**src/rtl/seq_mag_comparator.sv**
```systemverilog
// Multi-cycle MSB-first magnitude comparator: one CHUNK-bit slice per clock, stops at first difference.
// Optional macro SIGNED_CMP_EN: operands are two's complement (MSB slice compared signed).
module seq_mag_comparator #(
   parameter int WIDTH = 16,
   parameter int CHUNK = 4
) (
   input  logic                               clk,
   input  logic                               rst_n,
   input  logic                               start,
   input  logic [WIDTH-1:0]                   a,
   input  logic [WIDTH-1:0]                   b,
   output logic                               busy,
   output logic                               done,
   output logic                               eq,
   output logic                               gt,
   output logic                               lt,
   output logic [$clog2(WIDTH/CHUNK+1)-1:0]   cycles
);

   localparam int NCHUNK = WIDTH / CHUNK;
   localparam int CW     = $clog2(NCHUNK + 1);
   localparam logic [CW-1:0] LAST_IDX = CW'(NCHUNK - 1);

   // Handshake: start is sampled only in IDLE; busy marks CMP; done pulses one cycle with the result.
   typedef enum logic [1:0] {S_IDLE, S_CMP, S_DONE} state_t;

   state_t           r_state;
   logic [WIDTH-1:0] r_a, r_b;
   logic             r_busy, r_done, r_eq, r_gt, r_lt;
   logic [CW-1:0]    r_cycles;

   logic [CHUNK-1:0] w_sign_mask;
   logic [CHUNK-1:0] w_slice_a, w_slice_b;
   logic             w_gt, w_lt, w_last;

   always_comb begin
`ifdef SIGNED_CMP_EN
      // Flipping the sign bit of the MSB slice turns the unsigned compare into a signed one.
      w_sign_mask = (r_cycles == '0) ? (CHUNK'(1) << (CHUNK - 1)) : '0;
`else
      w_sign_mask = '0;
`endif
      w_slice_a = r_a[WIDTH-1 -: CHUNK] ^ w_sign_mask;
      w_slice_b = r_b[WIDTH-1 -: CHUNK] ^ w_sign_mask;
      w_gt      = (w_slice_a > w_slice_b);
      w_lt      = (w_slice_a < w_slice_b);
      w_last    = (r_cycles == LAST_IDX);
   end

   always_ff @(posedge clk or negedge rst_n) begin
      if (!rst_n) begin
         r_state  <= S_IDLE;
         r_a      <= '0;
         r_b      <= '0;
         r_busy   <= 1'b0;
         r_done   <= 1'b0;
         r_eq     <= 1'b0;
         r_gt     <= 1'b0;
         r_lt     <= 1'b0;
         r_cycles <= '0;
      end else begin
         r_done <= 1'b0;
         case (r_state)
            S_IDLE: begin
               if (start) begin
                  r_a      <= a;
                  r_b      <= b;
                  r_eq     <= 1'b0;
                  r_gt     <= 1'b0;
                  r_lt     <= 1'b0;
                  r_cycles <= '0;
                  r_busy   <= 1'b1;
                  r_state  <= S_CMP;
               end
            end
            S_CMP: begin
               r_cycles <= r_cycles + CW'(1);
               if (w_gt || w_lt) begin
                  r_gt    <= w_gt;
                  r_lt    <= w_lt;
                  r_busy  <= 1'b0;
                  r_done  <= 1'b1;
                  r_state <= S_DONE;
               end else if (w_last) begin
                  r_eq    <= 1'b1;
                  r_busy  <= 1'b0;
                  r_done  <= 1'b1;
                  r_state <= S_DONE;
               end else begin
                  r_a <= r_a << CHUNK;
                  r_b <= r_b << CHUNK;
               end
            end
            S_DONE: r_state <= S_IDLE;
            default: r_state <= S_IDLE;
         endcase
      end
   end

   assign busy   = r_busy;
   assign done   = r_done;
   assign eq     = r_eq;
   assign gt     = r_gt;
   assign lt     = r_lt;
   assign cycles = r_cycles;

endmodule

```
**config.mk**
```make
export PLATFORM = sky130hd
export DESIGN_NAME = seq_mag_comparator
export DESIGN_NICKNAME = d
export VERILOG_FILES = /design/src/rtl/seq_mag_comparator.sv
export SDC_FILE = /design/constraint.sdc
export NUM_CORES = 1
export LEC_CHECK = 0
export ABC_AREA = 1
export ABC_CLOCK_PERIOD_IN_PS = 1800
export BUFFER_PORTS_ARGS = -buffer_cell sky130_fd_sc_hd__buf_2
export CELL_PAD_IN_SITES_DETAIL_PLACEMENT = 0
export CELL_PAD_IN_SITES_GLOBAL_PLACEMENT = 1
export CORE_ASPECT_RATIO = 1.5
export CORE_MARGIN = 4
export CORE_UTILIZATION = 25
export DETAILED_ROUTE_END_ITERATION = 6
export GPL_TIMING_DRIVEN = 0
export PLACE_DENSITY_LB_ADDON = 0.1
export SLEW_MARGIN = 20
export SYNTH_ARGS = -nofsm -noshare
export SYNTH_HDL_FRONTEND = slang
export SYNTH_SLANG_ARGS = --single-unit
```
**constraint.sdc**
```tcl
create_clock -name clk -period 1.8 [get_ports clk]
set_input_delay 0 -clock clk [delete_from_list [all_inputs] [get_ports clk]]
set_output_delay 0 -clock clk [all_outputs]
set_load 0.01 [all_outputs]
```
=== Yosys cells after proc, flatten, opt, wreduce, memory -nomap -nowiden ===
Index checks and enable logic that the tools add are counted.
W data, S select, Z words.

* Memories: 0
* Register bits: 42
* Latch bits: 0
* Bits of input ports: 35
* Memory bits (writable): 0
* ROM bits: 0

* Bitwise logic cells: 0
* Muxes and demuxes: 29
* Multiply operators: 0
* Add/sub/neg operators: 1
* Shifts and indexed selects: 0
* Magnitude comparators: 2
* Reductions and logical operators: 9
* Eq/ne operators: 8
* Divide/modulo/power cells: 0

{| class="wikitable"
|+ Operator list
! operator !! count
|-
| $mux W16 || 6
|-
| $pmux W16 S2 || 2
|-
| $mux W1 || 11
|-
| $ne A2 B2 Y1 const B || 5
|-
| $pmux W1 S2 || 4
|-
| $reduce_and A4 Y1 || 2
|-
| $mux W2 || 3
|-
| $pmux W3 S2 || 1
|-
| $reduce_and A3 Y1 || 2
|-
| $gt A4 B4 Y1 || 1
|-
| $lt A4 B4 Y1 || 1
|-
| $pmux W2 S2 || 1
|-
| $reduce_and A2 Y1 || 2
|-
| $add A3 B1 Y3 const B || 1
|-
| $eq A3 B2 Y1 const B || 1
|-
| $mux W3 || 1
|-
| $ne A3 B3 Y1 const B || 1
|-
| $eq A2 B1 Y1 const B || 1
|-
| $logic_not A2 Y1 || 1
|-
| $reduce_bool A2 Y1 || 1
|-
| $logic_or A1 B1 Y1 || 1
|}

=== Depth between registers and ports, before layout ===
Gate-level depths: netlist (run 1).

* Depth in word-level cells: 4
* Depth in mapped cells: 13
* Gate-level depth less buffers: 12

=== Worst setup path before layout (run 1) ===
No wires, ideal clock.

* Path type: reg2reg
* Start point: register r_cycles[0] (netlist: cycles[0])
* End point: register r_a[0]
* Arrival time: 1,395 ps
* Cell stages (with the launch flop): 8
* Buffers on the path: 1
* Required time: 1,683 ps
* Path slack: 288 ps
* Cell sequence: dfrtp_1 > ha_1 > ha_1 > o21ai_4 > nand2_4 > buf_6 > nand2_1 > nand2_1

* Word-level cells in the longest chain between the ends: 3

{| class="wikitable"
|+ RTL lines
! element !! RTL line !! RTL
|-
| start: declaration || 30 || <nowiki>logic [CW-1:0] r_cycles;</nowiki>
|-
| start signal: assignment || 77 || <nowiki>r_cycles <= r_cycles + CW'(1);</nowiki>
|-
| $eq A3 B2 Y1 || 47 || <nowiki>w_last = (r_cycles == LAST_IDX);</nowiki>
|-
| $ne A2 B2 Y1 (no source line) || -- ||
|-
| $reduce_and A4 Y1 (no source line) || -- ||
|-
| end signal: assignment || 90 || <nowiki>r_a <= r_a << CHUNK;</nowiki>
|-
| end: declaration || 28 || <nowiki>logic [WIDTH-1:0] r_a, r_b;</nowiki>
|}

No other way between the ends.
A chain may end at the register's enable or synchronous reset.

=== Worst setup path after layout (run 1) ===
* Start point: register r_cycles[0] (netlist: cycles[0])
* End point: register r_a[13]

The elaborated chain is that of the path after synthesis.

==> summary.txt, run 1 <==
Overall Global Routing Usage - 12.9%
Crit. End Element - register
Final TNS setup - 0 ns
DIE AREA - 10200 um2
Syn Area/Cell - 7.67 um2
fin util - 33.0%
drc violations - 0
pin count of the biggest net entering global routing - 43
routed wire length - 5960 um
Fillers - 954
syn nets - 321
DPL Wire Length - 4310 um
Worst Path Required - 2.03 ns
vias in the first global route - 2104
die height - 122 um
period utilization - 93.0%
DIE WIDTH - 83.7 um
crit-path most repeated cell - ha_1
antenna-violating nets left - 0
H-tree Lvls - 2
outcome - finished with violations
top post-synthesis cells by area - dfrtp_1 (49%), nand2_1 (27%), nand3_1 (6.8%)
delay-heaviest family, CP - adder cells
Yosys cell types - 19
Worst Skew - 0.00476 ns
Initial Utilization - 25.5%
Tightest Pin Transition - 0.568 ns
CTS Buf Count - 5
Hold Crit Class - in2reg
first-pass GRT wire length - 10300 um
YS warnings - 0
row cnt - 41
setup violators final - 0
Slew HR - 62.1%
Pins Over Slew Limit - 0
RSZ-0062 raised after global routing - true
Seq/Total Area, Yosys - 49.0%
slowest cell delay on critical path - 0.41 ns
CTS max path bufs - 2
CP Max Fanout - 10
Area growth, synth to finish - 29.5%
clk sinks - 42
Yosys reg bits - 42
Final #Nets - 378
Hold Vio Cnt, Final - 2
Clock Tree Root - clkbuf_16
drt initial violations - 67
GP Congestion - 0.734
commonest cells after routing, fill and taps aside - nand2_1 (148), buf_2 (42), dfrtp_1 (42)
CTS tree - done
Critical Path AT - 1.90 ns
Wirelength per Cell - 13.4 um
GR Overflow Total - 0
post-layout min period - 1.67 ns
antenna violations before repair - 0
core area - 8410 um2
post-synthesis cell count - 280
Power Density - 1840 nW/um2
Post-Layout Cell Count - 445
commonest non-fill, non-tap cell in the layout - nand2_1
DR vias/cell - 4.25
failing checks - hold timing
MaxCap Viol Count - 0
clock slew at reported path FFs - 0.06 ns
via count - 1890
ANT cells - 0
fraction of final layout cells sized beyond drive strength 1 - 23.4%
Max Fclk - 597 MHz
Slowest-stage cell, CP - dfrtp_1
placed cell count - 428
Clock Latency Late Sink - 0.29 ns
LEAKAGE - 1.55 nW
Synth top area share - 49.0%
CP Buf/Inv Count - 1
post-synth top area cell - dfrtp_1
io pins - 43
TritonRoute pass-1 iters - 4
CP Cell Sequence - ha_1 > ha_1 > o21ai_4 > clkbuf_4 > nand3_1 > nand2_1
Fin Hold WS - -0.00459 ns
Port Buffers - 41
VDD IR-drop max - 0.498 mV
CP Class - reg2reg
Mapped Area - 2150 um2
Setup crit start kind - register
[per-stage QoR]
stage               power [mW]  cell area, um2  setup WS (ns)  hold slack [ns]
floorplan                 3.24            2150          0.288           -0.296
global placement          3.94            2490        -0.0670            0.240
detailed placement        3.95            2490        -0.0759            0.248
CTS                       5.09            2740         0.0149          0.00341
global route              5.65            2780       -0.00223           0.0188
finish                    5.10            2780          0.126         -0.00459
[report_power, final]
part	internal (mW)	switching, mW
Clock	0.650	0.388
Sequential	1.38	0.243
Combinational	0.938	1.51
Total	2.97	2.14
[sequential cells by signal, summed over array words and instances (netlist names)]
register and count:
r_state 2, cycles 3, gt 1, eq 1, r_a 16, busy 1
done 1, lt 1, r_b 16
[kinds of logic (layout without fill, tap and decap cells)]
group                      after synthesis  count (layout)  synth area share (%)
and+or+nand+nor                        197             197                  37.9
adders and majority gates                6               6                  3.50
buffers and inverters                   29              87                  7.52
DFF                                     42              42                  49.0
AOI/OAI and AO/OA                        6               6                  2.10
[worst register-to-register path, delay by kind of cell (launching register included)]
kind	cells	cell delay (ns)
compound gates	1	0.30
fa+ha+maj	2	0.45
buf+inv	1	0.29
flops	1	0.41
simple gates	2	0.17
[metal layers]
metal,up-vias,share of wire (%),track usage [%],wire length [um]
met1,854,44,15.6,2610
met4,0,2.0,4.73,119
met5,-,0,0,0
li1,989,-,-,-
met3,7,4.5,2.85,266
met2,40,50,22.6,2970
[cells in the mapped netlist]
master and number:
o21ai_4 1, nand3_1 29, nand2_1 152, buf_6 3, nand4_1 8, buf_4 7
a21oi_1 2, a21boi_0 1, dfrtp_1 42, nand2_2 2, buf_2 3, nand2_4 1
inv_1 13, nand3_2 1, o21ai_1 1, inv_2 3, o22ai_1 1, ha_1 6
nor2_1 4
[path summary, 6_finish.rpt]
| path | start | endpoint | slack (ns) | cells past startpoint |
|---|---|---|---|---|
| min in group asynchronous | rst_n | done$_DFF_PN0_ | 0.25 | 2 |
| min reg2reg | r_b[7]$_DFFE_PN0P_ | r_b[7]$_DFFE_PN0P_ | 0.47 | 2 |
| min | b[0] | r_b[0]$_DFFE_PN0P_ | -0.005 | 3 |
| max | cycles[0]$_DFFE_PN0P_ | r_a[13]$_DFFE_PN0P_ | 0.13 | 6 |
| max reg2reg | cycles[0]$_DFFE_PN0P_ | r_a[13]$_DFFE_PN0P_ | 0.13 | 6 |
| max in group asynchronous | rst_n | r_state[0]$_DFFE_PN0P_ | 1.16 | 2 |
[final cells by class]
class	count	area (um2)	area share, %
sequential	42	1050	37.8
buffer	13	104	3.74
clock buffer	5	125	4.50
multi-input combinational	209	973	35.0
inverter	16	60.1	2.16
timing repair buffer	50	293	10.5
tap	107	134	4.82
clock inverter	3	40.0	1.44
[what timing repair did]
item                                    in CTS  in global routing
endpoints found under the setup margin      30                 31
hold buffers                                 7                  0
buffers inserted                             1                  1
gates resized for setup                      4                  6
pin swaps                                    1                  3
endpoints found under the hold margin       48                  0
Power figures use the tool's default switching activity.
==> inputs of run 2 (changes only) <==
==> constraint.sdc (replaced) <==
create_clock -name clk -period 1.8 [get_ports clk]
set_input_delay 0.09 -clock clk [delete_from_list [all_inputs] [get_ports clk]]
set_output_delay 0.09 -clock clk [all_outputs]
set_load 0.01 [all_outputs]
==> summary.txt, run 2 (synthesis results as in run 1) <==
outcome - finished, final reports clean
Initial Utilization - 25.5%
DIE AREA - 10200 um2
clk sinks - 42
die height - 122 um
RSZ-0062 raised after global routing - true
Worst Skew - 0.00477 ns
Critical Path AT - 1.90 ns
Area growth, synth to finish - 26.7%
post-layout min period - 1.68 ns
core area - 8410 um2
period utilization - 93.1%
fraction of final layout cells sized beyond drive strength 1 - 23.8%
routed wire length - 5880 um
CP Cell Sequence - ha_1 > ha_1 > o21ai_4 > clkbuf_4 > nand3_1 > nand2_1
post-route cell area - 2720 um2
vias in the first global route - 2062
storage element area - 1050 um2
VDD IR-drop max - 0.498 mV
DR vias/cell - 4.26
DPL Wire Length - 4310 um
ANT cells - 0
Final #Nets - 372
LEAKAGE - 1.53 nW
reg2reg start - cycles[0]$_DFFE_PN0P_
MaxCap Viol Count - 0
multi-input logic area - 973 um2
Clock Latency Late Sink - 0.29 ns
Power Density - 1870 nW/um2
Crit. End Element - register
Fillers - 960
drt initial violations - 71
Clock Tree Root - clkbuf_16
Slew HR - 62.2%
TritonRoute pass-1 iters - 4
crit-path most repeated cell - ha_1
Pins Over Slew Limit - 0
setup violators final - 0
Slowest-stage cell, CP - dfrtp_1
io pins - 43
Port Buffers - 41
Setup crit start kind - register
GR Overflow Total - 0
CTS tree - done
CTS max path bufs - 2
min-delay src - b[1]
commonest cells after routing, fill and taps aside - nand2_1 (148), buf_2 (42), dfrtp_1 (42)
H-tree Lvls - 2
antenna violations before repair - 0
DP Area - 2490 um2
CP Class - reg2reg
Max Fclk - 597 MHz
CP Max Fanout - 10
drc violations - 0
antenna-violating nets left - 0
CTS Buf Count - 5
clock slew at reported path FFs - 0.06 ns
row cnt - 41
commonest non-fill, non-tap cell in the layout - nand2_1
via count - 1869
Hold Vio Cnt, Final - 0
Wirelength per Cell - 13.4 um
Worst Path Required - 2.03 ns
Overall Global Routing Usage - 12.7%
slowest cell delay on critical path - 0.41 ns
Tightest Pin Transition - 0.566 ns
GP Congestion - 0.734
pin count of the biggest net entering global routing - 43
total power - 5.09 mW
DIE WIDTH - 83.7 um
Hold Crit Class - in2reg
first-pass GRT wire length - 10100 um
Critical Path Start - cycles[0]$_DFFE_PN0P_
run 2: per-stage QoR:
stage                     instances  setup TNS [ns]  hold slack (ns)  util (%)  worst slack, ns
after floorplan                 280               0           -0.206         -            0.288
final                           439               0           0.0635      32.3            0.124
after detailed placement        428           -1.53            0.338      29.6          -0.0759
after CTS                       437               0           0.0254      31.8           0.0149
after global routing            439        -0.00223           0.0709      32.3         -0.00223
after global placement          428           -1.87            0.330      29.6          -0.0670
run 2: power by group:
group          total (mW)  leakage, nW  switching [mW]  internal (mW)
combinational        2.43        0.917            1.50          0.930
clock                1.04       0.0836           0.388          0.650
sequential           1.62        0.529           0.243           1.38
run 2: critical path: cells and delay by family, from the launching register on:
family	cells	cell delay, ns
adder cells (fa/ha/maj)	2	0.45
flip-flops	1	0.41
AO/OA/AOI/OAI	1	0.30
buffers and inverters	1	0.29
AND/OR/NAND/NOR	2	0.17
run 2: path summary, 6_finish.rpt:
kind	cells past startpoint	slack (ns)	end
worst min register to register	2	0.47	r_b[7]$_DFFE_PN0P_
worst min-delay path	3	0.06	r_b[1]$_DFFE_PN0P_
min in group asynchronous	2	0.34	done$_DFF_PN0_
max in group asynchronous	2	1.07	r_state[0]$_DFFE_PN0P_
worst max-delay path	6	0.12	r_a[13]$_DFFE_PN0P_
worst max register to register	6	0.12	r_a[13]$_DFFE_PN0P_
run 2: layout make-up:
type                       instances  area share, %
clock buffer                       5           4.60
buffer                            13           3.82
multi-input combinational        209           35.8
timing repair buffer              44           8.56
tap                              107           4.92
inverter                          16           2.21
clock inverter                     3           1.47
sequential                        42           38.6
run 2: repair_timing:
item / in CTS / in global routing
resized for setup: 4 / 6
endpoints found under the setup margin: 30 / 31
setup buffers: 1 / 1
hold endpoints to repair: 0 / 42
hold buffers: 0 / 1
pin swaps: 1 / 3
run 2: layer usage:
metal  vias to the layer above  part of all wire [%]  global-route usage (%)
li1                        977                     -                       -
met4                         0                   2.0                    4.73
met3                         7                   4.6                    2.92
met1                       845                    44                    15.3
met2                        40                    50                    22.1
met5                         -                     0                       0
==> inputs of run 3 (changes only) <==
--- a/config.mk
+++ b/config.mk
@@ -7,13 +7,13 @@
 export LEC_CHECK = 0
 export ABC_AREA = 1
 export ABC_CLOCK_PERIOD_IN_PS = 1800
-export BUFFER_PORTS_ARGS = -buffer_cell sky130_fd_sc_hd__buf_2
 export CELL_PAD_IN_SITES_DETAIL_PLACEMENT = 0
 export CELL_PAD_IN_SITES_GLOBAL_PLACEMENT = 1
 export CORE_ASPECT_RATIO = 1.5
 export CORE_MARGIN = 4
 export CORE_UTILIZATION = 25
 export DETAILED_ROUTE_END_ITERATION = 6
+export DONT_BUFFER_PORTS = 1
 export GPL_TIMING_DRIVEN = 0
 export PLACE_DENSITY_LB_ADDON = 0.1
 export SLEW_MARGIN = 20
==> summary.txt, run 3 (synthesis results as in run 1) <==
outcome - finished, final reports clean
drt initial violations - 62
Max Fclk - 590 MHz
grt met2 use - 21.9%
VDD IR-drop max - 0.565 mV
Crit. End Element - register
CTS max path bufs - 2
LEAKAGE - 1.39 nW
antenna-violating nets left - 0
CP Max Fanout - 10
clk sinks - 42
NetSw - 2.06 mW
total power - 4.84 mW
met3 usage - 2.65%
GR Overflow Total - 0
io pins - 43
sequential share of power - 34.6%
DR vias/cell - 4.44
H-tree Lvls - 2
commonest non-fill, non-tap cell in the layout - nand2_1
Critical Path AT - 1.87 ns
fin util - 30.8%
DIE AREA - 10200 um2
Tightest Pin Transition - 0.297 ns
fraction of final layout cells sized beyond drive strength 1 - 12.1%
MaxCap Viol Count - 0
Int Pwr - 2.77 mW
Port Buffers - 0
die height - 122 um
Hold Vio Cnt, Final - 0
clock slew at reported path FFs - 0.06 ns
via count - 1800
TritonRoute pass-1 iters - 4
CP Class - reg2reg
Clock Tree Root - clkbuf_16
Slew HR - 80.1%
Clock Latency Late Sink - 0.28 ns
row cnt - 41
ANT cells - 0
CTS tree - done
post-route cell area - 2590 um2
core area - 8410 um2
routed wire length - 5930 um
Setup WS post-layout - 0.106 ns
Area growth, synth to finish - 20.6%
antenna violations before repair - 0
pin count of the biggest net entering global routing - 43
drc violations - 0
Clk network pwr share - 18.5%
Power Density - 1870 nW/um2
Logic pwr share - 46.9%
first-pass GRT wire length - 9700 um
Worst Skew - 0.00710 ns
vias in the first global route - 1893
post-layout min period - 1.69 ns
Wirelength per Cell - 14.7 um
Fin Hold WS - 0.0514 ns
DP Worst Slack - -0.0699 ns
placed cell count - 387
commonest cells after routing, fill and taps aside - nand2_1 (150), dfrtp_1 (41), nand3_1 (29)
setup violators final - 0
global route hottest layer - met2
Post-Layout Cell Count - 405
period utilization - 94.1%
DIE WIDTH - 83.7 um
Setup crit start kind - register
Initial Utilization - 25.5%
met1 Resource Use GR - 14.9%
Worst Path Required - 1.97 ns
DP Area - 2280 um2
Pins Over Slew Limit - 0
DPL Wire Length - 4270 um
Overall Global Routing Usage - 12.3%
Final TNS setup - 0 ns
Sw Share - 42.7%
CTS Buf Count - 5
Final #Nets - 340
Hold Crit Class - in2reg
GP Congestion - 0.703
-- run 3: changes by cell type in the layout (fill, tap and decap cells not counted), moves of 2 or more --
| cell | delta |
|---|---|
| buf_2 | -40 |
| clkinv_2 | -2 |
| dlygate4sd3_1 | +8 |
| nand2_1 | +2 |
| nand2_2 | -2 |
-- run 3: metal layers --
metal,share of wire (%),up-vias
met5,0,-
met4,0.81,0
met3,4.4,2
met2,51,46
met1,44,842
li1,-,910
-- run 3: power by group through the flow --
stage	sequential (mW)	clock [mW]	combinational, mW
after floorplan	1.60	0	1.64
after global placement	1.68	0	2.16
after detailed placement	1.69	0	2.16
after CTS	1.68	0.923	2.26
after global routing	1.73	0.960	2.62
final	1.67	0.894	2.27
-- run 3: area by class of cell --
class / count / area [um2]
Buffer: 13 / 108
Clock buffer: 6 / 139
Fill cell: 968 / 5820
Inverter: 16 / 60.1
Multi-Input combinational cell: 209 / 963
Sequential cell: 42 / 1050
Tap cell: 107 / 134
Timing Repair Buffer: 12 / 133
-- run 3: critical path: stages (launching register included) --
cell and delay [ns]:
dfrtp_2 0.44, ha_1 0.21, ha_1 0.24, o21ai_4 0.28, nand2_4 0.13, buf_6 0.17
nand2_1 0.06, nand2_1 0.05
-- run 3: path summary, 6_finish.rpt --
path	slack, ns	to	start	depth (start not counted)
max	0.11	r_a[6]$_DFFE_PN0P_	cycles[0]$_DFFE_PN0P_	7
min	0.05	r_b[11]$_DFFE_PN0P_	b[11]	4
max reg2reg	0.11	r_a[6]$_DFFE_PN0P_	cycles[0]$_DFFE_PN0P_	7
min reg2reg	0.47	r_b[14]$_DFFE_PN0P_	r_b[14]$_DFFE_PN0P_	2
max in group asynchronous	1.25	cycles[0]$_DFFE_PN0P_	rst_n	2
min in group asynchronous	0.35	r_a[7]$_DFFE_PN0P_	rst_n	2
-- run 3: what timing repair did --
action                     CTS  global route
gates resized for setup      3             7
hold buffers                10             0
setup buffers                1             1
hold endpoints to repair    50             0
setup endpoints to repair   30            30
pin swaps                    1             1
